<file path="config.mk">
export PLATFORM = sky130hd
export DESIGN_NAME = imem_boot_loader
export DESIGN_NICKNAME = d
export VERILOG_FILES = /design/src/rtl/imem_boot_loader.sv
export SDC_FILE = /design/constraint.sdc
export NUM_CORES = 1
export LEC_CHECK = 0
export ABC_AREA = 1
export BUFFER_PORTS_ARGS = -buffer_cell sky130_fd_sc_hd__buf_2
export CAP_MARGIN = 15
export CORE_MARGIN = 5
export CORE_UTILIZATION = 49
export CTS_CLUSTER_DIAMETER = 60
export DETAILED_ROUTE_END_ITERATION = 8
export PLACE_DENSITY_LB_ADDON = 0.3
export SKIP_CTS_REPAIR_TIMING = 1
export SKIP_LAST_GASP = 1
export SLEW_MARGIN = 20
export SYNTH_ARGS = -nofsm -noshare
export SYNTH_HDL_FRONTEND = slang
export SYNTH_SLANG_ARGS = --single-unit
</file>
<file path="constraint.sdc">
create_clock -name clk -period 3.1 [get_ports clk]
set_input_delay 0.62 -clock clk [delete_from_list [all_inputs] [get_ports clk]]
set_output_delay 0.62 -clock clk [all_outputs]
set_load 0.05 [all_outputs]
</file>
<file path="src/rtl/imem_boot_loader.sv">
// rtl/imem_boot_loader.sv - streams a length-prefixed byte program into instruction memory, then releases the core.
// Optional trailing XOR checksum byte is enabled by defining IMEM_BOOT_LOADER_CHKSUM_EN.
module imem_boot_loader #(
  parameter int DEPTH  = 1024,
  parameter int ADDR_W = 10
) (
  input  logic              clk,
  input  logic              rst,
  input  logic              start,
  input  logic [7:0]        rx_data,
  input  logic              rx_valid,
  output logic              rx_ready,
  input  logic [31:0]       pc,
  output logic [ADDR_W-1:0] mem_addr,
  output logic [31:0]       mem_wdata,
  output logic              mem_we,
  output logic              core_rst_n,
  output logic              busy,
  output logic              done,
  output logic              err,
  output logic [15:0]       words_loaded
);

`ifdef IMEM_BOOT_LOADER_CHKSUM_EN
  typedef enum logic [2:0] {S_IDLE, S_LEN_LO, S_LEN_HI, S_DATA, S_CHK, S_RUN, S_ERR} state_t;
`else
  typedef enum logic [2:0] {S_IDLE, S_LEN_LO, S_LEN_HI, S_DATA, S_RUN, S_ERR} state_t;
`endif

  state_t             state, state_nxt;
  logic [15:0]        len_q;
  logic [15:0]        len_new;
  logic [ADDR_W-1:0]  wptr;
  logic [1:0]         byte_idx;
  logic [23:0]        wbuf;
  logic               accept;
  logic               restart;
  logic               last_wr;
  logic               unused_pc;

`ifdef IMEM_BOOT_LOADER_CHKSUM_EN
  logic [7:0]         xsum;
`endif

  assign accept    = rx_valid && rx_ready;
  assign restart   = start && (state == S_IDLE || state == S_RUN || state == S_ERR);
  assign len_new   = {rx_data, len_q[7:0]};
  // The write of the final word happens in the cycle after its 4th byte; leave DATA at the end of that cycle.
  assign last_wr   = mem_we && ((words_loaded + 16'd1) == len_q);
  assign unused_pc = ^{pc[31:ADDR_W+2], pc[1:0]};

  always_ff @(posedge clk or posedge rst) begin
    if (rst) state <= S_IDLE;
    else     state <= state_nxt;
  end

  always_comb begin
    state_nxt = state;
    case (state)
      S_IDLE, S_RUN, S_ERR: if (start) state_nxt = S_LEN_LO;
      S_LEN_LO: if (accept) state_nxt = S_LEN_HI;
      S_LEN_HI: begin
        if (accept) begin
          if (len_new == 16'd0) begin
`ifdef IMEM_BOOT_LOADER_CHKSUM_EN
            state_nxt = S_CHK;
`else
            state_nxt = S_RUN;
`endif
          end else if ({1'b0, len_new} > 17'(DEPTH)) begin
            state_nxt = S_ERR;
          end else begin
            state_nxt = S_DATA;
          end
        end
      end
      S_DATA: begin
        if (last_wr) begin
`ifdef IMEM_BOOT_LOADER_CHKSUM_EN
          // A full-rate sender delivers the checksum byte during the final write cycle.
          if (accept) state_nxt = (rx_data == xsum) ? S_RUN : S_ERR;
          else        state_nxt = S_CHK;
`else
          state_nxt = S_RUN;
`endif
        end
      end
`ifdef IMEM_BOOT_LOADER_CHKSUM_EN
      S_CHK: if (accept) state_nxt = (rx_data == xsum) ? S_RUN : S_ERR;
`endif
      default: state_nxt = S_IDLE;
    endcase
  end

  always_comb begin
    rx_ready   = 1'b0;
    busy       = 1'b0;
    done       = 1'b0;
    err        = 1'b0;
    core_rst_n = 1'b0;
    mem_addr   = wptr;
    case (state)
`ifdef IMEM_BOOT_LOADER_CHKSUM_EN
      S_LEN_LO, S_LEN_HI, S_DATA, S_CHK: begin
`else
      S_LEN_LO, S_LEN_HI, S_DATA: begin
`endif
        rx_ready = 1'b1;
        busy     = 1'b1;
      end
      S_RUN: begin
        done       = 1'b1;
        core_rst_n = 1'b1;
        mem_addr   = pc[ADDR_W+1:2];
      end
      S_ERR:   err = 1'b1;
      default: ;
    endcase
  end

  always_ff @(posedge clk or posedge rst) begin
    if (rst) begin
      len_q        <= '0;
      wptr         <= '0;
      words_loaded <= '0;
      byte_idx     <= '0;
      wbuf         <= '0;
      mem_we       <= 1'b0;
      mem_wdata    <= '0;
`ifdef IMEM_BOOT_LOADER_CHKSUM_EN
      xsum         <= '0;
`endif
    end else begin
      mem_we <= 1'b0;
      if (mem_we) begin
        wptr         <= wptr + 1'b1;
        words_loaded <= words_loaded + 16'd1;
      end
      if (restart) begin
        wptr         <= '0;
        words_loaded <= '0;
      end
      if (accept) begin
        case (state)
          S_LEN_LO: begin
            len_q[7:0] <= rx_data;
            byte_idx   <= '0;
`ifdef IMEM_BOOT_LOADER_CHKSUM_EN
            xsum       <= rx_data;
`endif
          end
          S_LEN_HI: begin
            len_q[15:8] <= rx_data;
`ifdef IMEM_BOOT_LOADER_CHKSUM_EN
            xsum        <= xsum ^ rx_data;
`endif
          end
          S_DATA: begin
`ifdef IMEM_BOOT_LOADER_CHKSUM_EN
            xsum     <= xsum ^ rx_data;
`endif
            byte_idx <= byte_idx + 2'd1;
            case (byte_idx)
              2'd0: wbuf[7:0]   <= rx_data;
              2'd1: wbuf[15:8]  <= rx_data;
              2'd2: wbuf[23:16] <= rx_data;
              default: begin
                mem_we    <= 1'b1;
                mem_wdata <= {rx_data, wbuf};
              end
            endcase
          end
          default: ;
        endcase
      end
    end
  end

endmodule
</file>
==> results.toml <==
[status]
status = "finished, final reports clean"

[power_and_ir_drop]
p_leak_nw = 3.08
vdd_drop_max_mv = 0.353
p_per_area_nw_per_um2 = 683
finalPower_w = 0.00393

[final_layout]
final_util = 0.567
area_growth_pct = 14.5
n_fill_cell = 944
nets = 773
finalInstanceArea_sq_um = 5750
drive_gt1_frac = 0.168
antenna_cells = 0

[synth]
postSynthCellCount = 641
synth.ff_latch_count = 104
syn_area_sq_um = 5020
post_synth.cell_area_avg_sq_um = 7.83
yosys_warnings = 0
synthTopCellsByCount = "232 x nand2_1, 104 x dfrtp_1, 70 x o21ai_0"
synthDistinctLibCells = 30
yosysMostFrequentCell = "nand2_1"
synth_top_area_frac = 0.518
yosysSeqAreaShare = 0.518
synth_edf_count = 0
synth_area_leaders = "dfrtp_1 52%, nand2_1 17%, o21ai_0 7.0%, inv_1 5.0%, nand3_1 4.3%"
syn_nets = 691
synth_top_cell_by_area = "dfrtp_1"
synthArstFlopShare = 1.00
ys.flop_type = "dfrtp_1"

[route]
drt-initial-drc-count = 340
wl_per_cell_microns = 14.1
drt-met1-wl_mm = 5.24
wl_met2_mm = 6.02
drc_errors = 0
antenna_left = 0
routed_wl_mm = 12.1
top_layer = "met4"
vias_per_cell = 5.12
met3_length_microns = 657
vias = 4422
firstDrtPassIters = 5

[global_routing]
grt.total_usage = 0.203
grt_pass1_vias = 4415
overflow = 0
grt_pass1_wl_mm = 20.7
grt_max_degree = 45
antenna_found_initial = 0

[clock_tree]
clock_path_buffers = 2
cts_tree = "yes"
cts_made_buffers = 9
cts.sinks = 104
clk_latency_ns = 0.36
htreeDepth = 3
cts-root-buf = "clkbuf_8"
clkSlewWorstSetupHoldPaths_ns = 0.10

[sta]
setup_tns_ns = 0
finalHoldViolCount = 0
rsz0062_at_grt = "no"
worst_pin_slew_ns = 0.955
period_share = 0.802
fmax_ghz = 0.402
skew_ns = 0.0162
final-max-slew-violation-count = 0
max_slew_margin = 0.362
whs_ns = 0.446
post-route-min-period_ns = 2.49
setup_viol = 0

[worst_setup_path]
cp_max_fo = 21
r2r_setup_slack_ns = 0.91
critPathKind = "flip-flop to output port"
endpoint_kind = "output port"
worst_ep_required_time_ns = 2.48
worstSetupStartpointType = "flip-flop"
arrival_ns = 1.87

[hold_path]
hp-class = "input port to asynchronous set/reset pin"

[die]
die_area_sq_um = 12400
die_x_microns = 111
rows = 37
start_util = 0.495
io_pins = 108
die_y_microns = 111
core-area_sq_um = 10100

[placement]
placed_area_sq_um = 5580
gp_congestion = 0.827
portBuffers = 85
hpwl_mm = 8.64

[run]
cap_violations = 0
-- metrics by stage --
step / cells / worst slack [ns]
global placement: 848 / 0.952
finish: 863 / 0.613
global route: 863 / 0.317
floorplan: 641 / 0.337
detailed placement: 848 / 0.899
CTS: 863 / 0.600
-- per-layer routing --
metal  up-vias  global-route usage
met3        22              0.0508
met2       145               0.350
met5         -                   0
met4         0              0.0600
li1       2211                   -
met1      2044               0.251
-- state kept, by name (all words and copies together), names as in the netlist --
name,flops
byte_idx,2
mem_wdata,32
mem_we,1
wptr,10
wbuf,24
words_loaded,16
len_q,16
state,3
-- where the power goes --
group          internal, W  total [W]  switching, W
clock network     0.000299   0.000770      0.000471
logic             0.000362    0.00127      0.000904
registers          0.00166    0.00189      0.000232
total              0.00232    0.00393       0.00161
-- worst max-delay path, stage by stage, from the launching register on --
cell and delay (ns):
dfrtp_1 0.44, nor2_1 0.17, nand2_1 0.09, inv_1 0.35
nand2_1 0.08, o21ai_0 0.08, buf_2 0.29
-- logic make-up after synthesis --
| family | Yosys count | share of synthesized area |
|---|---|---|
| fa+ha+maj | 6 | 0.0150 |
| simple gates | 342 | 0.287 |
| xor+xnor | 3 | 0.00797 |
| buf+inv | 88 | 0.0678 |
| compound gates | 98 | 0.104 |
| flops | 104 | 0.518 |
-- worst paths after layout --
kind                                  from             to  cells past startpoint
min in group clk              mem_wdata[6]   mem_wdata[6]                      2
min reg2reg                   mem_wdata[6]   mem_wdata[6]                      2
max                               state[1]    mem_addr[9]                      6
max reg2reg                words_loaded[0]       state[0]                     14
max in group asynchronous              rst  mem_wdata[12]                      3
min                                    rst  mem_wdata[30]                      2
-- area by class of cell --
| cell class | instances | area (sq um) | area share |
|---|---|---|---|
| sequential | 104 | 2600 | 0.453 |
| timing repair buffer | 88 | 460 | 0.0801 |
| tap | 136 | 170 | 0.0296 |
| inverter | 71 | 270 | 0.0470 |
| multi-input combinational | 449 | 2080 | 0.361 |
| clock buffer | 10 | 128 | 0.0222 |
| clock inverter | 5 | 41.3 | 0.00718 |
-- placed cells by master (no fill, tap or decap), types with 2 or more instances in the layout --
cell	n
ha_1	6
nor2_2	4
clkbuf_8	9
inv_1	66
o22ai_1	15
clkinvlp_4	2
buf_2	85
a31oi_1	2
nand2_1	232
dfrtp_1	104
inv_6	2
o21ai_0	70
a21oi_1	8
buf_4	2
xor2_1	2
nor3_1	6
nand3_1	43
nand4_1	10
inv_2	4
nand2_2	6
nor2_1	35
Power figures use the tool's default switching activity.
